==> src/rtl/kws_pkg.sv <==
// kws_pkg: state encodings and channel-tag width helper for the KWS sample ingress
package kws_pkg;
  typedef enum logic [1:0] {IDLE = 2'd0, RUN = 2'd1, DONE = 2'd2} state_t;
  function automatic int ch_w(input int n);
    return (n > 1) ? $clog2(n) : 1;
  endfunction
endpackage

==> src/rtl/kws_sync_fifo.sv <==
// kws_sync_fifo: first-word fall-through FIFO with flush, level, full and empty
module kws_sync_fifo #(
  parameter int WIDTH = 18,
  parameter int DEPTH = 8,
  localparam int AW = $clog2(DEPTH)
) (
  input  logic             clk,
  input  logic             rst,
  input  logic             flush,
  input  logic             push,
  input  logic             pop,
  input  logic [WIDTH-1:0] wdata,
  output logic [WIDTH-1:0] rdata,
  output logic             full,
  output logic             empty,
  output logic [AW:0]      level
);
  logic [WIDTH-1:0] mem [DEPTH];
  logic [AW:0] wptr, rptr;
  logic do_push, do_pop;
  always_comb begin
    full = (wptr[AW] != rptr[AW]) && (wptr[AW-1:0] == rptr[AW-1:0]);
    empty = wptr == rptr;
    level = wptr - rptr;
    do_push = push && !full && !flush;
    do_pop = pop && !empty && !flush;
    rdata = empty ? '0 : mem[rptr[AW-1:0]];
  end
  always_ff @(posedge clk or posedge rst)
    if (rst) begin
      wptr <= '0;
      rptr <= '0;
    end else if (flush) begin
      wptr <= '0;
      rptr <= '0;
    end else begin
      if (do_push) wptr <= wptr + 1'b1;
      if (do_pop) rptr <= rptr + 1'b1;
    end
  always_ff @(posedge clk)
    if (do_push) mem[wptr[AW-1:0]] <= wdata;
endmodule

==> src/rtl/kws_sample_ingress.sv <==
// kws_sample_ingress: toggle-framed multi-channel sample capture, FIFO and run sequencer
// Optional KWS_INGRESS_OVFCNT_EN adds a saturating 8-bit dropped-push counter ovf_count.
module kws_sample_ingress
  import kws_pkg::*;
#(
  parameter int SAMPLE_W = 16,
  parameter int CHANNELS = 2,
  parameter int FIFO_DEPTH = 8,
  localparam int CH_W = ch_w(CHANNELS),
  localparam int LW = $clog2(FIFO_DEPTH) + 1
) (
  input  logic                clk,
  input  logic                rst,
  input  logic [SAMPLE_W-1:0] la_sample,
  input  logic [CH_W-1:0]     la_chan,
  input  logic                la_toggle,
  input  logic                la_start,
  input  logic                la_clear,
  input  logic                acc_done,
  output logic [SAMPLE_W-1:0] smp_data,
  output logic [CH_W-1:0]     smp_chan,
  output logic                smp_valid,
  input  logic                smp_ready,
  output logic                acc_start,
  output logic                busy,
  output logic                done_sticky,
  output logic                irq,
  output logic [LW-1:0]       fifo_level,
`ifdef KWS_INGRESS_OVFCNT_EN
  output logic [7:0]          ovf_count,
`endif
  output logic                ovf_flag
);
  state_t state;
  logic [2:0] s1, s2, sq;
  logic push_req, start_edge, clr, in_run, chan_bad, full, empty, drop, push, pop;
  always_ff @(posedge clk or posedge rst)
    if (rst) begin
      s1 <= '0;
      s2 <= '0;
      sq <= '0;
    end else begin
      s1 <= {la_clear, la_start, la_toggle};
      s2 <= s1;
      sq <= s2;
    end
  always_comb begin
    push_req = s2[0] ^ sq[0];
    start_edge = s2[1] & ~sq[1];
    clr = sq[2];
    in_run = state == RUN;
    chan_bad = int'(la_chan) >= CHANNELS;
    drop = in_run && push_req && (chan_bad || full) && !clr;
    push = in_run && push_req && !chan_bad && !full && !clr;
    smp_valid = in_run && !empty;
    pop = smp_valid && smp_ready;
    busy = in_run;
    irq = done_sticky | ovf_flag;
  end
  kws_sync_fifo #(.WIDTH(SAMPLE_W + CH_W), .DEPTH(FIFO_DEPTH)) u_fifo (
    .clk(clk),
    .rst(rst),
    .flush(clr),
    .push(push),
    .pop(pop),
    .wdata({la_chan, la_sample}),
    .rdata({smp_chan, smp_data}),
    .full(full),
    .empty(empty),
    .level(fifo_level)
  );
  always_ff @(posedge clk or posedge rst)
    if (rst) begin
      state <= IDLE;
      acc_start <= 1'b0;
      done_sticky <= 1'b0;
      ovf_flag <= 1'b0;
    end else begin
      acc_start <= 1'b0;
      if (clr) begin
        state <= IDLE;
        done_sticky <= 1'b0;
        ovf_flag <= 1'b0;
      end else begin
        if (drop) ovf_flag <= 1'b1;
        if (state == IDLE && start_edge) begin
          state <= RUN;
          acc_start <= 1'b1;
        end else if (in_run && acc_done) begin
          state <= DONE;
          done_sticky <= 1'b1;
        end
      end
    end
`ifdef KWS_INGRESS_OVFCNT_EN
  always_ff @(posedge clk or posedge rst)
    if (rst) ovf_count <= '0;
    else if (clr) ovf_count <= '0;
    else if (drop && ovf_count != 8'hff) ovf_count <= ovf_count + 8'd1;
`endif
endmodule

==> config.mk <==
export PLATFORM = sky130hd
export DESIGN_NAME = kws_sample_ingress
export DESIGN_NICKNAME = d
export VERILOG_FILES = /design/src/rtl/kws_pkg.sv /design/src/rtl/kws_sync_fifo.sv /design/src/rtl/kws_sample_ingress.sv
export SDC_FILE = /design/constraint.sdc
export NUM_CORES = 1
export LEC_CHECK = 0
export ABC_CLOCK_PERIOD_IN_PS = 3600
export CORE_MARGIN = 3
export CORE_UTILIZATION = 46
export DETAILED_ROUTE_END_ITERATION = 12
export DONT_BUFFER_PORTS = 1
export HOLD_SLACK_MARGIN = 0.06
export PLACE_DENSITY = 0.67
export SLEW_MARGIN = 20
export SYNTH_ARGS = -nofsm -noshare
export SYNTH_HDL_FRONTEND = slang
export SYNTH_HIERARCHICAL = 1
export SYNTH_SLANG_ARGS = --single-unit
==> constraint.sdc <==
create_clock -name clk -period 3.6 [get_ports clk]
set_input_delay 0.72 -clock clk [delete_from_list [all_inputs] [get_ports clk]]
set_output_delay 0.72 -clock clk [all_outputs]
set_load 0.005 [all_outputs]
After elaboration in Yosys (flattened, before gate mapping)

Memory sizes are Yosys's and may differ from the RTL's.
Index checks and enable logic that the tools add are counted.

Output and inout port bits: 27
Word-level logic and storage cells: 63
Memories: 1
Input port bits: 24
Register bits: 22
Memory bits (writable): 136

Bitwise logic cells: 4
Multiplexer cells: 17
Equality and inequality tests: 5
Add/subtract/negate cells: 3
Reductions and logical operators: 24

Memory list:

| memory     | depth | width | read ports | clocked after Yosys merged registers in | wr ports | RTL line            | RTL |
|---|---|---|---|---|---|---|---|
| u_fifo.mem | 8     | 17    | 1          | 0                                       | 1        | kws_sync_fifo.sv:18 | `logic [WIDTH-1:0] mem [DEPTH];` |

Operators by type and width:

| cell                                                                  | number |
|---|---|
| 17-bit two-way mux                                                    | 1 |
| 4-bit two-way mux                                                     | 4 |
| 1-bit logical AND                                                     | 14 |
| 1-bit two-way mux                                                     | 9 |
| 4-bit by 1-bit adder with 4-bit output, second input constant         | 2 |
| 2-bit nonzero test                                                    | 4 |
| 2-bit two-way mux                                                     | 3 |
| 4-bit equality test                                                   | 1 |
| 4-bit subtractor                                                      | 1 |
| 3-bit equality test                                                   | 1 |
| 1-bit logical NOT                                                     | 3 |
| 3-bit nonzero test                                                    | 1 |
| 2-bit by 1-bit equality test with 1-bit output, second input constant | 1 |
| 2-bit logical NOT                                                     | 1 |
| 2-bit != test, second input constant                                  | 1 |
| 2-bit AND reduction                                                   | 1 |
| 1-bit bitwise AND                                                     | 1 |
| 1-bit != test                                                         | 1 |
| 1-bit inverter                                                        | 1 |
| 1-bit bitwise OR                                                      | 1 |
| 1-bit bitwise XOR                                                     | 1 |

Logic depth before layout (Yosys ltp)

Depth after elaboration: 9
Gate-level depth with buffers: 11

Modules after synthesis

Netlist, hierarchy kept.

By module, submodules not included:

| module             | cells an instance | area an instance (µm²) | instances |
|---|---|---|---|
| kws_sync_fifo      | 302               | 5,791.8                | 1 |
| kws_sample_ingress | 35                | 480.5                  | 1 |

Least setup slack after synthesis

No wires, ideal clock.

Path type: reg-to-reg
Start: register u_fifo.rptr[1]
End: memory u_fifo/mem[2][0] in the netlist's numbering, enable pin
Setup time: 0.412 ns
Stages on the path, launching flop included: 11
Path buffers: 2
Clock period less this slack: 3.919 ns
Arrival time: 3.507 ns
Path slack: -0.319 ns
Cells stage by stage: dfrtp_1 buf_2 buf_2 inv_1 ha_1 nand3_2 nor2_1 nor4_1 o21ai_2 or3_4 nor3_1

Longest elaborated chain between the ends: 9

Ends and longest elaborated chain:

| what                                    | RTL line                 | RTL |
|---|---|---|
| start: declaration                      | kws_sync_fifo.sv:19      | `logic [AW:0] wptr, rptr;` |
| start signal: assignment                | kws_sync_fifo.sv:38      | `if (do_pop) rptr <= rptr + 1'b1;` |
| 3-bit equality test                     | kws_sync_fifo.sv:22      | `full = (wptr[AW] != rptr[AW]) && (wptr[AW-1:0] == rptr[AW-1:0]);` |
| 1-bit logical AND                       | kws_sync_fifo.sv:22      |  |
| named net full                          | kws_sample_ingress.sv:36 | `logic push_req, start_edge, clr, in_run, chan_bad, full, empty, drop, push, pop;` |
| 1-bit logical NOT                       | kws_sample_ingress.sv:54 | `push = in_run && push_req && !chan_bad && !full && !clr;` |
| 1-bit logical AND (2 in a row)          | kws_sample_ingress.sv:54 |  |
| named net push                          | kws_sample_ingress.sv:36 |  |
| 1-bit logical AND (2 in a row)          | kws_sync_fifo.sv:25      | `do_push = push && !full && !flush;` |
| 1-bit two-way mux                       | kws_sync_fifo.sv:41      | `if (do_push) mem[wptr[AW-1:0]] <= wdata;` |
| 1-bit two-way mux (not written as such) | kws_sync_fifo.sv:41      |  |
| end: declaration                        | kws_sync_fifo.sv:18      |  |

The timed path passes the listed nets, and every way through them passes these cells.

Final worst setup path

Start: register u_fifo.wptr[0]
End: memory u_fifo/mem[4][13] in the netlist's numbering, enable pin

Longest elaborated chain between the ends: 9

Ends and longest elaborated chain:

| what                                    | RTL line                 | RTL |
|---|---|---|
| start: declaration                      | kws_sync_fifo.sv:19      |  |
| start signal: assignment                | kws_sync_fifo.sv:37      | `if (do_push) wptr <= wptr + 1'b1;` |
| 3-bit equality test                     | kws_sync_fifo.sv:22      |  |
| 1-bit logical AND                       | kws_sync_fifo.sv:22      |  |
| named net full                          | kws_sample_ingress.sv:36 |  |
| 1-bit logical NOT                       | kws_sample_ingress.sv:54 |  |
| 1-bit logical AND (2 in a row)          | kws_sample_ingress.sv:54 |  |
| named net push                          | kws_sample_ingress.sv:36 |  |
| 1-bit logical AND (2 in a row)          | kws_sync_fifo.sv:25      |  |
| 1-bit two-way mux                       | kws_sync_fifo.sv:41      |  |
| 1-bit two-way mux (not written as such) | kws_sync_fifo.sv:41      |  |

The timed path passes the listed nets, and every way through them passes these cells.

==> flow_metrics.py <==
metrics = {
    "synth": {
        "ys_seq_area_frac": 0.739,
        "avgSynthCellArea_um2": 18.6,
        "ys_types": 34,
        "yosys_warnings": 6,
        "ys_ff_latch": 158,
        "syn-cell-area_mm2": 0.00627,
        "syn_inst": 337,
        "syn-num-nets": 367,
    },
    "final_layout": {
        "seq_area_mm2": 0.00464,
        "stdcell_count": 551,
        "final_nets": 392,
        "mostFrequentLayoutCell": "edfxtp_1",
        "fillCellCount": 1055,
        "n_antenna_cell": 0,
        "multi_input_comb_area_mm2": 0.00141,
        "mostFrequentLayoutCells": "edfxtp_1, inv_1, mux4_2",
        "area_delta_synth_final_pct": 14.1,
        "drive_gt1_frac": 0.243,
        "design_area_mm2": 0.00716,
    },
    "power_and_ir_drop": {
        "power_density_mw_per_mm2": 536,
        "p_leak_nw": 2.51,
        "peakVddDrop_uv": 385,
    },
    "cts": {
        "h-tree-depth": 4,
        "cts_max_path_buffers": 2,
        "cts_made_buffers": 17,
        "ctsResizeCount": 0,
        "cts.sinks": 158,
        "postCtsHoldBufs": 0,
        "cts_root_buf": "clkbuf_16",
        "cts_tree": "done",
        "insertion_delay_ns": 0.41,
        "post_cts_buffers": 0,
        "clkTransAtPathRegs_ns": 0.06,
    },
    "sta": {
        "finalClockSkew_ns": 0.0120,
        "slew_headroom": 0.517,
        "timing.fmax_ghz": 0.327,
        "slew_viol_final": 0,
        "period_minus_slack_ns": 3.06,
        "tns_ns": 0,
        "rsz0062_at_grt": "no",
        "worst_pin_slew_ns": 0.724,
        "finalHoldViolations": 0,
        "min_period_over_period": 0.849,
        "setup_violations": 0,
    },
    "run": {
        "cap_violations": 0,
    },
    "floorplanning": {
        "rows": 42,
        "core_area_mm2": 0.0133,
        "dieArea_mm2": 0.0151,
        "start_util": 0.472,
        "die_x_um": 123,
        "die_y_um": 123,
        "io_pins": 51,
    },
    "worst_setup_path": {
        "slowest_delay_ns": 0.54,
        "cp_max_fo": 17,
        "cp_slowest_cell": "nor4_1",
        "cp-start-kind": "flip-flop",
        "cp.required_ns": 3.69,
        "worstSetupEndpointType": "flip-flop",
        "critical_path_arrival_ns": 3.15,
        "crit_family": "simple AND/OR/NAND/NOR gates",
        "crit_top_cell": "nor2_1",
        "path_buf_inv": 2,
        "crit_type": "reg -> reg",
        "path_cells": "inv_1 -> ha_1 -> nand3_2 -> nor2_1 -> nor4_1 -> o21ai_2 -> or3_4 -> nor2_1 -> buf_4",
    },
    "placed_design": {
        "io_buffers": 0,
        "dpl-instance-area_mm2": 0.00656,
        "place_hpwl_um": 7570,
        "dp_cells": 519,
        "gp_congestion": 0.760,
    },
    "routing": {
        "firstDrtPassIters": 4,
        "ant_nets": 0,
        "first_iter_violations": 175,
        "vias": 2949,
        "wl_per_cell_um": 21.0,
        "vias_per_cell": 5.35,
        "drc_errors": 0,
        "drt_wl_total_um": 11500,
    },
    "global_route": {
        "grt-ovfl-total": 0,
        "antenna_found_initial": 0,
        "grt_max_degree": 39,
        "track_usage": 0.168,
        "grt_pass1_wl_um": 18300,
        "grt_pass1_vias": 3211,
    },
    "run_status": {
        "outcome": "finished, final reports clean",
    },
    "hold_path": {
        "min_path_type": "in -> async",
    },
}
==> cell type report <==
class / instances / area share
flip-flops and latches: 158 / 0.648
well taps: 176 / 0.0308
inverters: 46 / 0.0241
repair buffers: 17 / 0.0178
multi-input cells: 122 / 0.196
clock inverters: 12 / 0.0220
clock buffers: 20 / 0.0610
==> metal layers <==
metal	GRT usage	routed length (µm)
met2	0.277	6120
met5	0	0
met4	0.0770	360
met3	0.0535	569
met1	0.203	4500
==> per-stage QoR <==
stage | hold slack, ns | util | total power [W] | setup slack, ns
floorplan | 0.331 | - | 0.00208 | 0.142
global placement | 0.333 | 0.494 | 0.00209 | 0.725
detailed placement | 0.336 | 0.494 | 0.00209 | 0.606
CTS | 0.143 | 0.538 | 0.00387 | 0.545
global route | 0.150 | 0.538 | 0.00397 | 0.306
finish | 0.148 | 0.538 | 0.00383 | 0.543
==> synthesized netlist by cell type (all sizes together) <==
master	instances	area share
edfxtp	136	0.65
inv	46	0.028
mux4	34	0.12
dfrtp	22	0.088
nor2	19	0.011
o22ai	17	0.017
buf	10	0.011
o21ai	6	0.0066
xnor2	6	0.0096
ha	5	0.010
xor2	5	0.0082
nand2b	4	0.0040
a21oi	3	0.0024
nand2	3	0.0018
or3	3	0.0054
and4	2	0.0028
mux2i	2	0.0032
nor3	2	0.0016
o211ai	2	0.0024
a21o	1	0.0012
clkbuf	1	0.00060
fa	1	0.0032
nand3	1	0.0016
nand3b	1	0.0012
nor2b	1	0.0010
nor3b	1	0.0012
nor4	1	0.0010
o2bb2ai	1	0.0024
o32ai	1	0.0014
==> registers in the layout, indices dropped and copies added, names as in the netlist <==
name         cells
u_fifo/mem     136
u_fifo/rptr      4
u_fifo/wptr      4
s1               3
s2               3
sq               3
state            2
acc_start        1
done_sticky      1
ovf_flag         1
==> worst reg2reg max path: stages (launching register included) <==
cell and delay, ns:
dfrtp_1 0.46, inv_1 0.12, ha_1 0.34, nand3_2 0.19, nor2_1 0.09, nor4_1 0.54
o21ai_2 0.20, or3_4 0.41, nor2_1 0.10, buf_4 0.29
==> power breakdown <==
group / internal (W) / switching [W]
Combinational: 0.0000154 / 0.0000291
Sequential: 0.00200 / 0.00000597
Clock: 0.00110 / 0.000687
Total: 0.00311 / 0.000722
==> worst paths after layout <==
kind,startpoint,to,slack (ns),cells after the start
setup / recovery,u_fifo/wptr[0],u_fifo/mem[4][13],0.54,9
hold / removal,rst,u_fifo/rptr[2],0.15,1
setup reg to reg,u_fifo/wptr[0],u_fifo/mem[4][13],0.54,9
hold reg to reg,s1[0],s2[0],0.35,0
max in group asynchronous,rst,acc_start,3.03,1
min in group clk,la_clear,s1[2],0.33,0
==> cells by family after synthesis <==
kind of cell               after synthesis  synth area share
and+or+nand+nor                         38            0.0329
muxes                                   36             0.125
adders and majority gates                6            0.0132
buffers and inverters                   57            0.0387
xor gates and xnor gates                11            0.0178
DFF                                    158             0.739
AOI/OAI and AO/OA                       31            0.0333
No activity file was read; power rests on OpenSTA's default activity.
